### src/rtl/mul_pkg.sv
// Shared types and default parameters for the operand-entry / multiply controller.
package mul_pkg;

    typedef enum logic [1:0] {
        LOAD_A = 2'b00,
        LOAD_B = 2'b01,
        MULT   = 2'b10,
        SHOW   = 2'b11
    } state_t;

    localparam int DEF_W               = 4;
    localparam int DEF_DEBOUNCE_CYCLES = 1_000_000;

endpackage

### src/rtl/mul_operand_seq_if.sv
// Switch/button inputs and LED/status outputs of the operand-entry controller.
interface mul_operand_seq_if #(
    parameter int W = 4
);
    logic [W-1:0]   s;
    logic           button;
    logic [W-1:0]   out;
    logic [2*W-1:0] product;
    logic           busy;
    logic           done;
    logic [1:0]     state_o;

    modport master (
        output s, button,
        input  out, product, busy, done, state_o
    );

    modport slave (
        input  s, button,
        output out, product, busy, done, state_o
    );
endinterface

### src/rtl/button_debounce.sv
// Two-flop synchronizer, stability counter and rising-edge detector for a bouncy button.
module button_debounce #(
    parameter int DEBOUNCE_CYCLES = 4
) (
    input  logic clk,
    input  logic rst,
    input  logic button,
    output logic level,
    output logic press
);
    localparam int CW = $clog2(DEBOUNCE_CYCLES + 1);

    logic          sync1_reg, sync2_reg;
    logic          level_reg, level_d_reg;
    logic [CW-1:0] cnt_reg;

    always_ff @(posedge clk) begin
        if (rst) begin
            sync1_reg   <= 1'b0;
            sync2_reg   <= 1'b0;
            level_reg   <= 1'b0;
            level_d_reg <= 1'b0;
            cnt_reg     <= '0;
        end else begin
            sync1_reg   <= button;
            sync2_reg   <= sync1_reg;
            level_d_reg <= level_reg;
            // The level flips on the Nth consecutive cycle of disagreement.
            if (sync2_reg == level_reg) begin
                cnt_reg <= '0;
            end else if (cnt_reg == CW'(DEBOUNCE_CYCLES - 1)) begin
                level_reg <= sync2_reg;
                cnt_reg   <= '0;
            end else begin
                cnt_reg <= cnt_reg + 1'b1;
            end
        end
    end

    assign level = level_reg;
    assign press = level_reg & ~level_d_reg;

endmodule

### src/rtl/mul_operand_seq.sv
// Operand entry FSM: latch A and B on button presses, shift-add multiply, show product by nibble.
module mul_operand_seq
    import mul_pkg::*;
#(
    parameter int W               = DEF_W,
    parameter int DEBOUNCE_CYCLES = DEF_DEBOUNCE_CYCLES
) (
    input  logic               clk,
    input  logic               rst,
    mul_operand_seq_if.slave   bus
);
    localparam int CW = (W > 1) ? $clog2(W) : 1;

    state_t         state_reg, state_next;
    logic [W-1:0]   a_reg, a_next;
    logic [W-1:0]   b_reg, b_next;
    logic [2*W-1:0] acc_reg, acc_next;
    logic [CW-1:0]  cnt_reg, cnt_next;
    logic [2*W-1:0] product_reg, product_next;
    logic           nib_reg, nib_next;
    logic [W-1:0]   out_reg, out_next;
    logic           done_reg, done_next;
    logic           press;
    logic [2*W-1:0] pp [W];
    logic [2*W-1:0] acc_sum;

    button_debounce #(.DEBOUNCE_CYCLES(DEBOUNCE_CYCLES)) u_debounce (
        .clk    (clk),
        .rst    (rst),
        .button (bus.button),
        .level  (),
        .press  (press)
    );

    // Partial products A << i, selected by the bit counter during MULT.
    generate
        for (genvar gi = 0; gi < W; gi++) begin : g_pp
            assign pp[gi] = {{W{1'b0}}, a_reg} << gi;
        end
    endgenerate

    assign acc_sum = acc_reg + (b_reg[cnt_reg] ? pp[cnt_reg] : '0);

    always_comb begin
        state_next   = state_reg;
        a_next       = a_reg;
        b_next       = b_reg;
        acc_next     = acc_reg;
        cnt_next     = cnt_reg;
        product_next = product_reg;
        nib_next     = nib_reg;
        out_next     = out_reg;
        done_next    = 1'b0;
        case (state_reg)
            LOAD_A: begin
                out_next = bus.s;
                if (press) begin
                    a_next     = bus.s;
                    state_next = LOAD_B;
                end
            end
            LOAD_B: begin
                out_next = bus.s;
                if (press) begin
                    b_next     = bus.s;
                    acc_next   = '0;
                    cnt_next   = '0;
                    out_next   = '0;
                    state_next = MULT;
                end
            end
            MULT: begin
                out_next = '0;
                acc_next = acc_sum;
                cnt_next = cnt_reg + 1'b1;
                if (cnt_reg == CW'(W - 1)) begin
                    product_next = acc_sum;
                    nib_next     = 1'b0;
                    out_next     = acc_sum[W-1:0];
                    done_next    = 1'b1;
                    state_next   = SHOW;
                end
            end
            SHOW: begin
                out_next = nib_reg ? product_reg[2*W-1:W] : product_reg[W-1:0];
                if (press) begin
                    if (!nib_reg) begin
                        nib_next = 1'b1;
                        out_next = product_reg[2*W-1:W];
                    end else begin
                        a_next       = '0;
                        b_next       = '0;
                        product_next = '0;
                        nib_next     = 1'b0;
                        out_next     = bus.s;
                        state_next   = LOAD_A;
                    end
                end
            end
            default: state_next = LOAD_A;
        endcase
    end

    always_ff @(posedge clk) begin
        if (rst) begin
            state_reg   <= LOAD_A;
            a_reg       <= '0;
            b_reg       <= '0;
            acc_reg     <= '0;
            cnt_reg     <= '0;
            product_reg <= '0;
            nib_reg     <= 1'b0;
            out_reg     <= '0;
            done_reg    <= 1'b0;
        end else begin
            state_reg   <= state_next;
            a_reg       <= a_next;
            b_reg       <= b_next;
            acc_reg     <= acc_next;
            cnt_reg     <= cnt_next;
            product_reg <= product_next;
            nib_reg     <= nib_next;
            out_reg     <= out_next;
            done_reg    <= done_next;
        end
    end

    assign bus.out     = out_reg;
    assign bus.product = product_reg;
    assign bus.busy    = (state_reg == MULT);
    assign bus.done    = done_reg;
    assign bus.state_o = state_reg;

endmodule

### src/flat_wrapper.sv
// flat-port wrapper written by rule: the top's interface ports become plain ports
module mul_operand_seq_flat import mul_pkg::*;
#(
    parameter int W               = DEF_W,
    parameter int DEBOUNCE_CYCLES = DEF_DEBOUNCE_CYCLES
)
  (clk, rst, bus_s, bus_button, bus_out, bus_product, bus_busy, bus_done, bus_state_o);
  mul_operand_seq_if #(.W(W)) bus_i ();
  input  logic clk;
  input  logic rst;
  input wire logic [$bits(bus_i.s)-1:0] bus_s;
  input wire logic [$bits(bus_i.button)-1:0] bus_button;
  output wire logic [$bits(bus_i.out)-1:0] bus_out;
  output wire logic [$bits(bus_i.product)-1:0] bus_product;
  output wire logic [$bits(bus_i.busy)-1:0] bus_busy;
  output wire logic [$bits(bus_i.done)-1:0] bus_done;
  output wire logic [$bits(bus_i.state_o)-1:0] bus_state_o;
  assign bus_i.s = bus_s;
  assign bus_i.button = bus_button;
  assign bus_out = bus_i.out;
  assign bus_product = bus_i.product;
  assign bus_busy = bus_i.busy;
  assign bus_done = bus_i.done;
  assign bus_state_o = bus_i.state_o;
  mul_operand_seq #(.W(W), .DEBOUNCE_CYCLES(DEBOUNCE_CYCLES)) u_core (.clk(clk), .rst(rst), .bus(bus_i));
endmodule
### config.mk
export PLATFORM = sky130hd
export DESIGN_NAME = mul_operand_seq_flat
export DESIGN_NICKNAME = d
export VERILOG_FILES = /design/src/rtl/mul_pkg.sv /design/src/rtl/mul_operand_seq_if.sv /design/src/rtl/button_debounce.sv /design/src/rtl/mul_operand_seq.sv /design/src/flat_wrapper.sv
export SDC_FILE = /design/constraint.sdc
export NUM_CORES = 1
export LEC_CHECK = 0
export ABC_AREA = 1
export BUFFER_PORTS_ARGS = -buffer_cell sky130_fd_sc_hd__buf_4
export CAP_MARGIN = 0
export CORE_UTILIZATION = 50
export CTS_BUF_LIST = sky130_fd_sc_hd__clkbuf_8
export CTS_CLUSTER_DIAMETER = 50
export DETAILED_ROUTE_END_ITERATION = 7
export PLACE_DENSITY = 0.68
export SYNTH_ARGS = -nofsm -noshare
export SYNTH_HDL_FRONTEND = slang
export SYNTH_SLANG_ARGS = --single-unit
### constraint.sdc
create_clock -name clk -period 2.7 [get_ports clk]
set_input_delay 0.405 -clock clk [delete_from_list [all_inputs] [get_ports clk]]
set_output_delay 0.405 -clock clk [all_outputs]
set_load 0.02 [all_outputs]
==> out/metrics.yaml <==
setup_path:
  critical_path.top_delay_family: "simple AND/OR/NAND/NOR gates"
  reg2regPathDepth: 13
  crit_path_start_kind: "flop"
  cpMostUsedCell: "nand2_1"
  cp.depth: 13
  endpoint_kind: "flop"
  cp_data_arrival_time_ns: 2.55
  r2r_slack_ns: 0.42
  r2r-start: "u_core.cnt_reg[1]$_SDFFE_PP0P_"
  cp_num_buf_inv: 2
  worstPathCellList: "inv_1, a21oi_1, o21ai_0, nand2_1, nand2_1, inv_1, ha_1, a21oi_1, nand2_1, nand2_1, and2_1, nand3_1, a21oi_1"
  crit_required_ns: 2.97
  crit_fanout: 7
  crit_path_max_incr_delay_ns: 0.43
  cpMaxStageDelayCell: "dfxtp_1"
  r2r_end: "u_core.acc_reg[3]$_SDFFE_PP0P_"
  critPathKind: "reg2reg"
placement:
  placed_area_mm2: 0.00338
  gp_congestion: 0.910
  place_hpwl_um: 5680
  port_buffers: 22
sta:
  clock.fmax_ghz: 0.438
  finClkSkew_ns: 0.00719
  fin_crit_sh_pct: 84.5
  finalMaxSlewViolations: 0
  worst_pin_slew_ns: 0.592
  hold_violations: 0
  rsz0062_at_grt: "false"
  slew_headroom_pct: 60.3
  min_period_ns: 2.28
  setup_viol: 0
  finalSetupTns_ns: 0
power:
  powerDensity_mw_per_mm2: 501
  p_switching_mw: 0.370
  power.share.clock_pct: 49.7
  pwr-share-seq_pct: 47.8
  power.leakage_nw: 1.51
  p_int_mw: 1.43
  p_comb_share_pct: 2.5
  vdd_drop_max_v: 0.000267
  switching_share_pct: 20.5
cts:
  htree_levels: 3
  cts-hold-fix-buffers: 0
  clk_latency_ns: 0.33
  cts_tree: "yes"
  cts_sinks: 58
  clockBufferDepth: 2
  cts_made_buffers: 9
  cts_root_buffer: "clkbuf_8"
  clk_pin_slew_worst_paths_ns: 0.07
  post_cts_buffers: 0
yosys:
  synth_top_area_share_pct: 36.5
  yosys_warnings: 0
  synthTopCellsByArea: "dfxtp_1 36%, nand2_1 11%, inv_1 7.2%"
  synth_top_cell_by_area: "dfxtp_1"
  muxShareOfSynthArea_pct: 0
  ys_types: 39
  yosys_register_bits: 58
  syn_nets: 478
  synth_xor_xnor_area_share_pct: 1.93
  synth_cells: 456
  synthSimpleGateAreaFrac_pct: 30.7
  synth_top_family_by_area: "simple AND/OR/NAND/NOR gates"
  syn_area_mm2: 0.00318
  synthAdderAreaFrac_pct: 6.13
  yosysSeqAreaShare_pct: 36.5
  synth-compound-area-share_pct: 15.5
  syn_avg_cell_area_um2: 6.98
hold_path:
  min_from: "bus_button"
  whs_endpoint: "u_core.u_debounce.sync1_reg$_SDFF_PP0_"
  holdCritPathClass: "in2reg"
  hold_depth: 3
floorplan:
  fp.dieH_um: 81.8
  die_x_um: 81.8
  start_util_pct: 52.8
  ioPinCount: 23
  core_area_mm2: 0.00603
  die-area_mm2: 0.00669
  rows: 28
routing:
  ant_nets: 0
  drcViolationCount: 0
  vias: 2949
  first_pass_iters: 7
  drt_iter0_drc: 162
  wl_um: 7460
  wire_per_inst_um: 13.4
  via_per_inst: 5.28
run:
  drv_cap: 0
layout:
  fillCellCount: 567
  fin_nets: 501
  largest_reg_flops: 20
  final_cell_mix: "96 x nand2_1, 63 x inv_1, 57 x dfxtp_1"
  syn_to_final_growth_pct: 13.2
  num_antenna_cells: 0
  drive_above_1_share_pct: 12.8
  fin_area_mm2: 0.00360
  final_common_cell: "nand2_1"
grt:
  grt_pass1_vias: 2731
  track_usage_pct: 25.3
  grt_pass1_wl_um: 12600
  antenna_found_initial: 0
  grt_max_degree: 21
  grt-ovfl-total: 0
outcome:
  status: "finished clean"
[what timing repair did]
action                     CTS  global route
hold endpoints to repair     0             0
setup endpoints to repair    0             1
gates resized for setup      0             1
[final cells by class]
type                       count  area [µm²]  share of cell area [%]
sequential                    58        1160                    32.2
tap                           75        93.8                    2.60
inverter                      63         236                    6.56
timing repair buffer          22         165                    4.58
multi-input combinational    325        1730                    47.9
clock inverter                 4        67.6                    1.87
clock buffer                  11         151                    4.20
[synthesized netlist by cell type (all sizes together)]
cell type,instances
nand2,102
inv,63
nor2,59
dfxtp,58
a21oi,40
o21ai,38
nand3,25
ha,14
nand4,10
buf,8
nor3,7
xor2,7
nand3b,6
o211ai,3
a31oi,2
clkbuf,2
or2,2
a21boi,1
a21o,1
a22o,1
and2,1
fa,1
nor3b,1
nor4,1
o21bai,1
o31ai,1
or3,1
[metrics by stage]
| step | utilization (%) | instances | total power [mW] | worst slack (ns) | hold WS (ns) |
|---|---|---|---|---|---|
| after detailed placement | 56.2 | 543 | 0.927 | 0.364 | 0.396 |
| after global routing | 59.8 | 558 | 1.87 | 0.122 | 0.293 |
| after floorplan | - | 456 | 0.907 | 0.603 | 0.388 |
| final | 59.8 | 558 | 1.80 | 0.419 | 0.274 |
| after CTS | 59.8 | 558 | 1.82 | 0.358 | 0.262 |
| after global placement | 56.2 | 543 | 0.927 | 0.480 | 0.390 |
[routing by layer]
| metal | vias up | routed length, µm | track usage [%] | part of all wire (%) |
|---|---|---|---|---|
| li1 | 1522 | - | - | - |
| met1 | 1342 | 3380 | 29.9 | 45 |
| met2 | 72 | 3600 | 42.6 | 48 |
| met3 | 13 | 355 | 6.33 | 4.8 |
| met4 | 0 | 129 | 12.1 | 1.7 |
| met5 | - | 0 | 0 | 0 |
[worst max path at each step]
stage          slack [ns]                              to                           start
6_report             0.42  u_core.acc_reg[3]$_SDFFE_PP0P_  u_core.cnt_reg[1]$_SDFFE_PP0P_
5_1_grt              0.12  u_core.acc_reg[6]$_SDFFE_PP0P_  u_core.cnt_reg[1]$_SDFFE_PP0P_
4_1_cts              0.36  u_core.acc_reg[6]$_SDFFE_PP0P_  u_core.cnt_reg[0]$_SDFFE_PP0P_
3_5_place_dp         0.36  u_core.acc_reg[6]$_SDFFE_PP0P_  u_core.cnt_reg[0]$_SDFFE_PP0P_
3_3_place_gp         0.48  u_core.acc_reg[6]$_SDFFE_PP0P_  u_core.cnt_reg[0]$_SDFFE_PP0P_
2_1_floorplan        0.60  u_core.acc_reg[6]$_SDFFE_PP0P_  u_core.cnt_reg[0]$_SDFFE_PP0P_
[cells by family (layout without fill, tap and decap cells)]
logic type | after synthesis | in the layout
AO/OA/AOI/OAI | 88 | 88
XOR/XNOR | 7 | 7
adder cells (fa/ha/maj) | 15 | 15
buffers and inverters | 73 | 100
flip-flops | 58 | 58
AND/OR/NAND/NOR | 215 | 215
[worst min-delay path, stage by stage]
cell    delay [ns]
buf_4         0.07
inv_1         0.03
nor2_1        0.06
[power by group through the flow]
stage                     Combinational [mW]  Sequential [mW]  Clock [mW]
final                                 0.0445            0.863       0.897
after global routing                  0.0493            0.862       0.954
after CTS                             0.0447            0.862       0.913
after detailed placement              0.0448            0.882           0
after global placement                0.0449            0.882           0
after floorplan                       0.0214            0.885           0
No activity file was read; power rests on OpenSTA's default activity.
